`src/rtl/piece_generator.sv`:
```
// Piece generator: Galois LFSR draws piece codes into a short preview queue popped by the game controller.
// Optional NO_REPEAT_EN build also rejects a draw equal to the most recently queued code.
module piece_generator #(
  parameter logic [15:0] SEED        = 16'hACE1,
  parameter int          NUM_TYPES   = 5,
  parameter int          QUEUE_DEPTH = 2
) (
  input  logic        clk,
  input  logic        reset,
  input  logic        nextPiece,
  input  logic        seedLoad,
  input  logic [15:0] seedValue,
  output logic [2:0]  blockType,
  output logic        blockValid,
  output logic [2:0]  previewType,
  output logic        previewValid
);

  localparam int            CW      = $clog2(QUEUE_DEPTH + 1);
  localparam logic [CW-1:0] ONE     = CW'(1);
  localparam logic [CW-1:0] DEPTH_C = CW'(QUEUE_DEPTH);
  localparam logic [3:0]    NT      = 4'(NUM_TYPES);

  typedef enum logic {FILL, FULL} state_t;

  state_t        r_state;
  state_t        w_state_next;
  logic [15:0]   r_lfsr;
  logic [CW-1:0] r_count;
  logic [2:0]    r_entry [QUEUE_DEPTH];
  logic [2:0]    w_cand;
  logic          w_accept;
  logic          w_pop;
  logic          w_repeat;
  logic [CW-1:0] w_wr_idx;

  assign w_cand   = r_lfsr[2:0];
  assign w_pop    = nextPiece && (r_count != '0);
  // A same-cycle pop frees the head slot, so the new code lands one slot earlier.
  assign w_wr_idx = w_pop ? (r_count - ONE) : r_count;

`ifdef NO_REPEAT_EN
  logic [2:0] r_last;

  assign w_repeat = (w_cand == r_last);

  always_ff @(posedge clk or posedge reset) begin
    if (reset) begin
      r_last <= 3'd0;
    end else if (w_accept) begin
      r_last <= w_cand;
    end
  end
`else
  assign w_repeat = 1'b0;
`endif

  always_comb begin
    w_state_next = r_state;
    w_accept     = 1'b0;
    case (r_state)
      FILL: begin
        w_accept = ({1'b0, w_cand} < NT) && !w_repeat;
        if (w_accept && !w_pop && (r_count == DEPTH_C - ONE)) begin
          w_state_next = FULL;
        end
      end
      FULL: begin
        if (w_pop) begin
          w_state_next = FILL;
        end
      end
      default: w_state_next = FILL;
    endcase
  end

  always_ff @(posedge clk or posedge reset) begin
    if (reset) begin
      r_state <= FILL;
    end else begin
      r_state <= w_state_next;
    end
  end

  // The LFSR keeps running while the queue is full; reload wins over the shift.
  always_ff @(posedge clk or posedge reset) begin
    if (reset) begin
      r_lfsr <= SEED;
    end else if (seedLoad) begin
      r_lfsr <= (seedValue == 16'd0) ? SEED : seedValue;
    end else begin
      r_lfsr <= {1'b0, r_lfsr[15:1]} ^ (r_lfsr[0] ? 16'hB400 : 16'h0000);
    end
  end

  always_ff @(posedge clk or posedge reset) begin
    if (reset) begin
      r_count <= '0;
    end else if (w_accept && !w_pop) begin
      r_count <= r_count + ONE;
    end else if (!w_accept && w_pop) begin
      r_count <= r_count - ONE;
    end
  end

  // Shift first, then the push; the later assignment wins where both hit a slot.
  always_ff @(posedge clk or posedge reset) begin
    if (reset) begin
      for (int i = 0; i < QUEUE_DEPTH; i++) begin
        r_entry[i] <= 3'd0;
      end
    end else begin
      if (w_pop) begin
        for (int i = 0; i < QUEUE_DEPTH - 1; i++) begin
          r_entry[i] <= r_entry[i+1];
        end
      end
      for (int i = 0; i < QUEUE_DEPTH; i++) begin
        if (w_accept && (w_wr_idx == CW'(i))) begin
          r_entry[i] <= w_cand;
        end
      end
    end
  end

  assign blockType    = r_entry[0];
  assign previewType  = r_entry[1];
  assign blockValid   = (r_count != '0);
  assign previewValid = (r_count >= CW'(2));

endmodule
```
`config.mk`:
```
export PLATFORM = sky130hd
export DESIGN_NAME = piece_generator
export DESIGN_NICKNAME = d
export VERILOG_FILES = /design/src/rtl/piece_generator.sv
export SDC_FILE = /design/constraint.sdc
export NUM_CORES = 1
export LEC_CHECK = 0
export ABC_CLOCK_PERIOD_IN_PS = 4000
export BUFFER_PORTS_ARGS = -buffer_cell sky130_fd_sc_hd__buf_2
export CORE_MARGIN = 2
export CORE_UTILIZATION = 30
export CTS_CLUSTER_SIZE = 24
export DETAILED_ROUTE_END_ITERATION = 7
export PLACE_DENSITY = 0.55
export SETUP_SLACK_MARGIN = 0.15
export SLEW_MARGIN = 10
export SYNTH_ARGS = -nofsm -noshare
export SYNTH_HDL_FRONTEND = slang
export SYNTH_SLANG_ARGS = --single-unit
```
`constraint.sdc`:
```
create_clock -name clk -period 4 [get_ports clk]
set_clock_uncertainty 0.15 [all_clocks]
set_input_delay 0.8 -clock clk [delete_from_list [all_inputs] [get_ports clk]]
set_output_delay 0.8 -clock clk [all_outputs]
set_load 0.02 [all_outputs]
```
==> impl_results.md <==
- Result of the run: finished clean
- Number of unique standard cell types used by synthesis: 24
- Die Area: 4430 sq um
- List of cells traversed by the critical path: inv_1, ha_1, or2_1, buf_2
- Global-route wire length before repair: roughly 3600 um
- Width of the chip: about 67 um
- Vias in the first global route: 780
- Number of buffers on the longest clock path: 2
- Syn_nets: 113
- Fmax: 435 MHz
- Proportion of layout cells with a drive suffix above 1: 0.397
- Site Rows: 22
- Area of the core: approximately 3700 sq um
- Family with the most delay on the worst path: flip-flops
- Clk pin slew, worst setup/hold paths: 80 ps
- Stage delay of the slowest cell on the critical path: 430 ps
- Largest net degree at the start of global routing: 26
- Fin crit period: 2300 ps
- Count of TritonRoute iterations in the first routing pass: 2
- Hold violation total from the final report: 0
- Number of nets in the final layout: 141
- Unrepaired setup endpoints after global routing: false
- Sink Count: 25
- Congestion Overflow GR: 0
- CTS Root Buffer Type: clkbuf_8
- Data required time of the critical path: approximately 3000 ps
- Average detailed-routed wire length per instance: 12.3 um
- Starting Density: 0.316
- TritonCTS clock tree: built
- Die height: 66.5 um
- Hold Buf Count CTS: 0
- Worst path arrival time: 1350 ps
- # IOs: 28
- Via-per-instance ratio: around 4.7
- Number of antenna violations at the first check in global routing: 0
- Class of the tightest hold or removal check: reg2reg
- Post-detailed-route DRC marker count: 0
- Area added between synthesis and finish: 17.8%
- Final core utilization: 0.372
- Fraction of the yosys area taken by sequential cells: 0.542
- R2R setup slack: 1920 ps
- Startpoint of the worst hold path: r_lfsr[4]$_DFF_PP0_
- Max rail drop VDD: 209 uV
- Clock latency of the later-clocked register in the worst-skew pair: between 200 and 300 ps
- Launch point of the worst path: r_count[0]$_DFFE_PP0P_
- Count of state elements after synthesis: 25
- Buf/Inv on CP: 2
- Gate count after technology mapping: between 80 and 90
- Diodes inserted: 0
- Total global routing track utilization: 0.109
- First-iteration detailed-routing DRC count: 23
- Estimated wirelength of the detail-placed design: 1550 um
- Buffers inserted by post-CTS timing repair: 0
- Warning count from the yosys run: 0
- Power Dens Cells: 619 nW/um^2
- Start-to-end type of the worst setup path: reg2out
- Fin. max-slew vios: 0
- Final-layout setup total negative slack: 0 ps
- Top library cells by usage in the layout, fill and taps aside: buf_2 (27), dfrtp_1 (17), mux2_1 (16)
- Wire length reported by the detailed router: between 2000 and 2500 um
- Relative max-transition margin: 0.390
- Critical Path End Type: primary output
- Max-cap check violation count: 0
- Total leakage power: 0.000610 uW
- Most frequent standard cell in the layout excluding fill and tap cells: buf_2
- Transition time at the pin with the least slew margin: 914 ps
- Fin crit share: 0.574
- Worst r2r src: r_count[0]$_DFFE_PP0P_
- Number of H-tree branching levels: 1
- CP Launch Type: flop
- Final setup fails: 0
- CP Max Fanout: 5
- Routability congestion estimate: about 0.74
- Critical-path cell with the highest stage delay: dfrtp_1
- Combined area of all synthesized cells: 1170 sq um
- Count of input and output buffers: 27
- TritonCTS Buffers: 3
- Gates resized, CTS repair: 0
- Filler Cells Inserted: slightly below 400
- Residual antenna-violating net count after detailed routing: 0
- Synth Area per Inst: 13.2 sq um
- Via count: 772
logic make-up (layout without fill, tap and decap cells):
kind of cell / Yosys count / after routing / share of synthesized area
compound gates: 14 / 14 / 0.0949
simple gates: 16 / 16 / 0.0874
fa+ha+maj: 4 / 4 / 0.0426
flops: 25 / 25 / 0.542
mux: 16 / 16 / 0.154
xor+xnor: 5 / 5 / 0.0373
buf+inv: 9 / 36 / 0.0426
final timing paths:
path	cells after the start	to
setup / recovery	4	previewValid
hold / removal	1	r_lfsr[3]$_DFF_PP0_
setup reg to reg	6	blockType[1]$_DFFE_PP0P_
hold reg to reg	1	r_lfsr[3]$_DFF_PP0_
max in group asynchronous	2	r_lfsr[3]$_DFF_PP0_
min in group asynchronous	2	previewType[2]$_DFFE_PP0P_
where the power goes:
part | internal [uW] | switching (uW) | leakage (uW)
logic | 157 | 185 | 0.000303
registers | 325 | 45.0 | 0.000284
clock network | 71.0 | 72.8 | 0.0000228
total | 553 | 303 | 0.000610
metal layers:
layer  wire length, um  part of all wire  track usage  vias up
li1                  -                 -            -      368
met1               980              0.48        0.142      373
met2               894              0.44        0.175       29
met3               135             0.067       0.0304        2
met4                12            0.0059       0.0306        0
met5                 0                 0            0        -
synth_stat cells, drive strengths merged:
cell type | count | area share
dfstp | 8 | 0.18
xnor2 | 2 | 0.015
nor2b | 1 | 0.0075
xor2 | 3 | 0.022
inv | 5 | 0.016
mux2 | 16 | 0.15
nor2 | 1 | 0.0032
dfrtp | 17 | 0.36
buf | 3 | 0.023
or2 | 1 | 0.0053
o22a | 8 | 0.060
nor4 | 4 | 0.021
clkbuf | 1 | 0.0032
nor3 | 2 | 0.0085
nand2 | 3 | 0.0096
nand4 | 1 | 0.0053
ha | 4 | 0.043
o21ai | 5 | 0.031
a21oi | 1 | 0.0043
and3 | 2 | 0.019
and2b | 1 | 0.0075
final cells by class:
type / instances / area, sq um / area share
sequential: 25 / 636 / 0.460
multi-input combinational: 55 / 488 / 0.353
inverter: 5 / 18.8 / 0.0136
clock buffer: 4 / 45.0 / 0.0326
timing repair buffer: 27 / 135 / 0.0977
tap: 48 / 60.1 / 0.0434
through the flow:
stage                     hold slack [ps]  std cells  worst slack (ps)  power [uW]  cell area (sq um)
after floorplan                       283         89              1990         635               1170
after global placement                294        160              1830         720               1340
after detailed placement              300        160              1790         723               1340
after CTS                             320        164              1690         871               1380
after global routing                  339        164              1620         926               1380
final                                 313        164              1700         856               1380
state kept, by name, indices dropped and copies added, names as in the netlist:
name         cells
r_count          2
r_state          1
blockType        3
r_lfsr          16
previewType      3
(Power assumes the default switching activity.)
